`config.mk`:
```
export PLATFORM = sky130hd
export DESIGN_NAME = time_keeper
export DESIGN_NICKNAME = d
export VERILOG_FILES = /design/src/rtl/time_keeper.sv
export SDC_FILE = /design/constraint.sdc
export NUM_CORES = 1
export LEC_CHECK = 0
export ABC_CLOCK_PERIOD_IN_PS = 2880
export CAP_MARGIN = 20
export CORE_MARGIN = 3
export CORE_UTILIZATION = 46
export DETAILED_ROUTE_END_ITERATION = 12
export PLACE_DENSITY = 0.72
export SETUP_SLACK_MARGIN = 0.4
export SYNTH_ARGS = -nofsm -noshare
export SYNTH_HDL_FRONTEND = slang
export SYNTH_SLANG_ARGS = --single-unit
```
`constraint.sdc`:
```
create_clock -name CLK -period 2.88 [get_ports CLK]
set_clock_uncertainty 0.05 [all_clocks]
set_input_delay 0.576 -clock CLK [delete_from_list [all_inputs] [get_ports CLK]]
set_output_delay 0.576 -clock CLK [all_outputs]
set_load 0.005 [all_outputs]
```
`src/rtl/time_keeper.sv`:
```
// HH:MM:SS timekeeper with a 1 Hz prescaler, a load port for the time setter,
// and a daily alarm that rings until acknowledged, disarmed or timed out.
module time_keeper #(
   parameter int TICK_DIV  = 50000000,
   parameter int RING_SECS = 60
) (
   input  logic       CLK,
   input  logic       RESET,
   input  logic       HOLD,
   input  logic       LOAD,
   input  logic [6:0] LD_HOUR,
   input  logic [6:0] LD_MIN,
   input  logic [6:0] LD_SEC,
   input  logic       ALM_EN,
   input  logic [6:0] ALM_HOUR,
   input  logic [6:0] ALM_MIN,
   input  logic       OK,
   output logic [6:0] HOUR,
   output logic [6:0] MIN,
   output logic [6:0] SEC,
   output logic       SEC_TICK,
   output logic       RING
);

   localparam int PW = $clog2(TICK_DIV);
   localparam logic [PW-1:0] PRESC_MAX = PW'(TICK_DIV - 1);
   localparam logic [7:0]    RING_LIM  = 8'(RING_SECS);

   typedef enum logic [1:0] {
      ST_IDLE    = 2'd0,
      ST_RINGING = 2'd1,
      ST_DONE    = 2'd2
   } alm_state_e;

   logic [PW-1:0] presc_q, presc_d;
   logic [6:0]    hour_q, hour_d;
   logic [6:0]    min_q, min_d;
   logic [6:0]    sec_q, sec_d;
   logic          tick_q, tick_d;
   alm_state_e    state_q, state_d;
   logic          ring_q, ring_d;
   logic [6:0]    cnt_q, cnt_d;
   logic          match;
   logic [7:0]    cnt_inc;

   // LOAD beats HOLD, and both beat the tick; a swallowed tick is simply lost.
   always_comb begin
      presc_d = presc_q;
      hour_d  = hour_q;
      min_d   = min_q;
      sec_d   = sec_q;
      tick_d  = 1'b0;
      if (LOAD) begin
         presc_d = '0;
         hour_d  = (LD_HOUR > 7'd23) ? 7'd0 : LD_HOUR;
         min_d   = (LD_MIN  > 7'd59) ? 7'd0 : LD_MIN;
         sec_d   = (LD_SEC  > 7'd59) ? 7'd0 : LD_SEC;
      end else if (!HOLD) begin
         if (presc_q == PRESC_MAX) begin
            presc_d = '0;
            tick_d  = 1'b1;
            if (sec_q == 7'd59) begin
               sec_d = 7'd0;
               if (min_q == 7'd59) begin
                  min_d  = 7'd0;
                  hour_d = (hour_q == 7'd23) ? 7'd0 : hour_q + 7'd1;
               end else begin
                  min_d = min_q + 7'd1;
               end
            end else begin
               sec_d = sec_q + 7'd1;
            end
         end else begin
            presc_d = presc_q + PW'(1);
         end
      end
   end

   // Match uses the registered time, so a LOAD straight onto the alarm time rings too.
   always_comb begin
      match   = ALM_EN && (hour_q == ALM_HOUR) && (min_q == ALM_MIN) && (sec_q == 7'd0);
      cnt_inc = {1'b0, cnt_q} + {7'd0, tick_q};
      state_d = state_q;
      ring_d  = ring_q;
      cnt_d   = cnt_q;
      case (state_q)
         ST_IDLE: begin
            ring_d = 1'b0;
            if (match) begin
               state_d = ST_RINGING;
               ring_d  = 1'b1;
               cnt_d   = 7'd0;
            end
         end
         ST_RINGING: begin
            cnt_d = cnt_inc[6:0];
            if (OK || !ALM_EN || (cnt_inc >= RING_LIM)) begin
               state_d = ST_DONE;
               ring_d  = 1'b0;
            end
         end
         ST_DONE: begin
            // Stay here until the matching second has passed to avoid re-triggering.
            ring_d = 1'b0;
            if (!match) state_d = ST_IDLE;
         end
         default: begin
            state_d = ST_IDLE;
            ring_d  = 1'b0;
         end
      endcase
   end

   always_ff @(posedge CLK) begin
      if (RESET) begin
         presc_q <= '0;
         hour_q  <= 7'd0;
         min_q   <= 7'd0;
         sec_q   <= 7'd0;
         tick_q  <= 1'b0;
         state_q <= ST_IDLE;
         ring_q  <= 1'b0;
         cnt_q   <= 7'd0;
      end else begin
         presc_q <= presc_d;
         hour_q  <= hour_d;
         min_q   <= min_d;
         sec_q   <= sec_d;
         tick_q  <= tick_d;
         state_q <= state_d;
         ring_q  <= ring_d;
         cnt_q   <= cnt_d;
      end
   end

   assign HOUR     = hour_q;
   assign MIN      = min_q;
   assign SEC      = sec_q;
   assign SEC_TICK = tick_q;
   assign RING     = ring_q;

endmodule
```
==> qor.txt <==
slew margin rel. - 54.3%
drt drc - 0
global-route wire length before repair - 14900 µm
Worst path slowest cell - or4b_2
register area share after synthesis - 35.3%
Placer Congestion - 0.860
XOR/XNOR Fraction of Synth Area - 11.7%
minimum clock period after layout - 2.35 ns
status - finished, final reports clean
final hold viol count - 0
largest family of logic cells by synthesized area - simple AND/OR/NAND/NOR gates
proportion of layout cells with a drive suffix above 1 - 8.98%
Final Slew Violations - 0
CP max FO - 6
crit start category - input port
CTS sink count - 58
Vias/cell - 5.74
Crit Reg-Reg Startpoint - MIN[1]
TritonCTS Buffers - 9
CP Buf/Inv Count - 1
chip height - 90.6 µm
Final Util - 63.4%
CTS tree - yes
number of flops mapped to enable cells by yosys - 0
#FFs+latches synth - 58
Worst EP required - 3.04 ns
maximum capacitance violations - 0
HP Class - reg2reg
DIE WIDTH - 90.6 µm
Adder-Cell Fraction of Synth Area - 2.66%
Rows - 30
vias in the first global route - 3146
slew at the pin closest to its max-slew limit - 0.680 ns
number of buffers on the longest clock path - 2
synthesized instance count - 399
total design power - 1.85 mW
Routed WL - 8820 µm
io pins - 64
Finish-stage setup viols - 0
nets - 523
RSZ-0062 raised after global routing - false
Total GRT Usage - 21.7%
Commonest cells post-synth - dfxtp_1 (58), nor2_1 (51), xor2_1 (34), nand3_1 (31), a21oi_1 (28)
post-synth cell types - 57
final cycle utilization of the critical path - 81.4%
initial antenna violation count - 0
async set-or-reset flop fraction in the synthesized netlist - 0%
DRT antenna net count - 0
Via Count - 3299
Initial Util - 47.9%
Die ar. - 0.00821 mm²
synth warn - 0
Yosys top cell by area - dfxtp_1
DRT iter0 DRCs - 263
Core ar. - 0.00687 mm²
crit path cell chain - clkdlybuf4s50_1 -> or4b_2 -> nor4_1 -> a41oi_1 -> o21ai_0 -> a21oi_1
Leak - 1.54 nW
Wirelength per Cell - 15.3 µm
GR Overflow Total - 0
Synth Area in Simple Gates - 30.1%
critical path arrival - 2.51 ns
Root Buffer - clkbuf_8
HP Start - RING
# diodes - 0
setup tns final - 0 ns
Syn Area/Cell - 8.25 µm²
Synth area leaders - dfxtp_1 (35%), xor2_1 (9.0%), nor2_1 (5.8%)
clk slew on worst S/H paths - 0.07 ns
Crit. End Element - flip-flop
syn nets - 447
pin count of the biggest net entering global routing - 29
post-synth top area share - 35.3%
Critical Path Max Stage Delay - 0.59 ns
Crit. Startpoint - ALM_EN
count of hold-fix buffers inserted at cts - 0
port bufs - 63
post-synthesis cell area - 0.00329 mm²
Detail Placement HPWL - 6500 µm
VDD IR max - 0.320 mV
Area Overhead vs Synth - 32.2%
Synth Area in Compound Gates - 17.1%
count leader, synth - dfxtp_1
Crit path max-delay family - simple AND/OR/NAND/NOR gates
PwrDens - 425 mW/mm²
main flop type after synthesis - dfxtp_1
mux cell area share after synthesis - 0.304%
DR pass1 iterations - 6
# H-tree levels - 3
critical path class - in2reg
worst skew pair latency - 0.33 ns
FMAX - 426 MHz
[cell usage in the layout, fill, tap and decap left out, types with 2 or more instances in the layout]
cell / count
o31ai_1: 4
ha_1: 7
a211oi_1: 2
nor2_1: 49
nor4_1: 9
o311ai_0: 4
a31oi_1: 5
and4_1: 4
nand2_1: 24
xor2_1: 34
and3_1: 7
nand3_1: 31
clkbuf_8: 14
xnor2_1: 10
a41oi_1: 2
o41ai_1: 2
nor2b_1: 7
nand2b_1: 2
nor3_1: 8
or3_1: 3
a21oi_1: 27
nor4b_1: 4
a32oi_1: 3
a22oi_1: 3
o21ai_0: 12
a311oi_1: 5
and2_1: 3
nand4_1: 12
buf_4: 13
nor3b_1: 3
dfxtp_1: 58
clkdlybuf4s50_1: 63
inv_1: 12
or4_1: 2
nor2_2: 2
a31o_2: 2
[sequential cells by signal, indices dropped and copies added, names as in the netlist]
name      count
HOUR          7
presc_q      26
state_q       2
SEC_TICK      1
SEC           7
MIN           7
RING          1
cnt_q         7
[cell families after synthesis]
group / count (synthesis)
AO/OA/AOI/OAI: 83
XOR/XNOR: 44
adder cells (fa/ha/maj): 7
buffers and inverters: 24
flip-flops: 58
multiplexers: 1
AND/OR/NAND/NOR: 182
[through the flow]
| step | cells | hold WS (ns) | setup slack, ns | instance area (µm²) |
|---|---|---|---|---|
| after floorplan | 399 | 0.407 | 0.819 | 3290 |
| after global placement | 557 | 0.411 | 0.215 | 4080 |
| after detailed placement | 557 | 0.421 | 0.133 | 4080 |
| after CTS | 572 | 0.431 | 0.477 | 4300 |
| after global routing | 575 | 0.447 | 0.402 | 4350 |
| final | 575 | 0.422 | 0.535 | 4350 |
[layer usage]
layer | track usage [%] | vias to the layer above | part of all wire, %
li1 | - | 1634 | -
met1 | 27.7 | 1534 | 43
met2 | 36.4 | 114 | 48
met3 | 4.83 | 17 | 7.0
met4 | 6.89 | 0 | 1.4
met5 | 0 | - | 0
[power breakdown]
part	internal, mW	total, mW	switching [mW]
logic	0.107	0.194	0.0861
registers	0.812	0.832	0.0196
clock network	0.513	0.824	0.311
[path summary, 6_finish.rpt]
| kind | slack [ns] | depth (start not counted) | endpoint |
|---|---|---|---|
| worst max register to register | 0.60 | 6 | HOUR[2] |
| worst max-delay path | 0.53 | 6 | cnt_q[0] |
| worst min-delay path | 0.42 | 2 | RING |
| worst min register to register | 0.42 | 2 | RING |
[tightest hold or removal path, stage by stage (launching register included)]
cell and delay [ns]:
dfxtp_1 0.31, nand4_1 0.06, a21oi_1 0.06
[cell type report]
| type | count | area [µm²] |
|---|---|---|
| Tap cell | 96 | 120 |
| Sequential cell | 58 | 1160 |
| Multi-Input combinational cell | 317 | 2070 |
| Clock buffer | 14 | 193 |
| Fill cell | 607 | 2520 |
| Inverter | 13 | 48.8 |
| Clock inverter | 1 | 30.0 |
| Timing Repair Buffer | 76 | 728 |
[what timing repair did]
action / in CTS / in global routing
resized for setup: 0 / 6
endpoints found under the setup margin: 0 / 12
endpoints found under the hold margin: 0 / 0
setup buffers: 0 / 3
No activity file was read; power rests on OpenSTA's default activity.
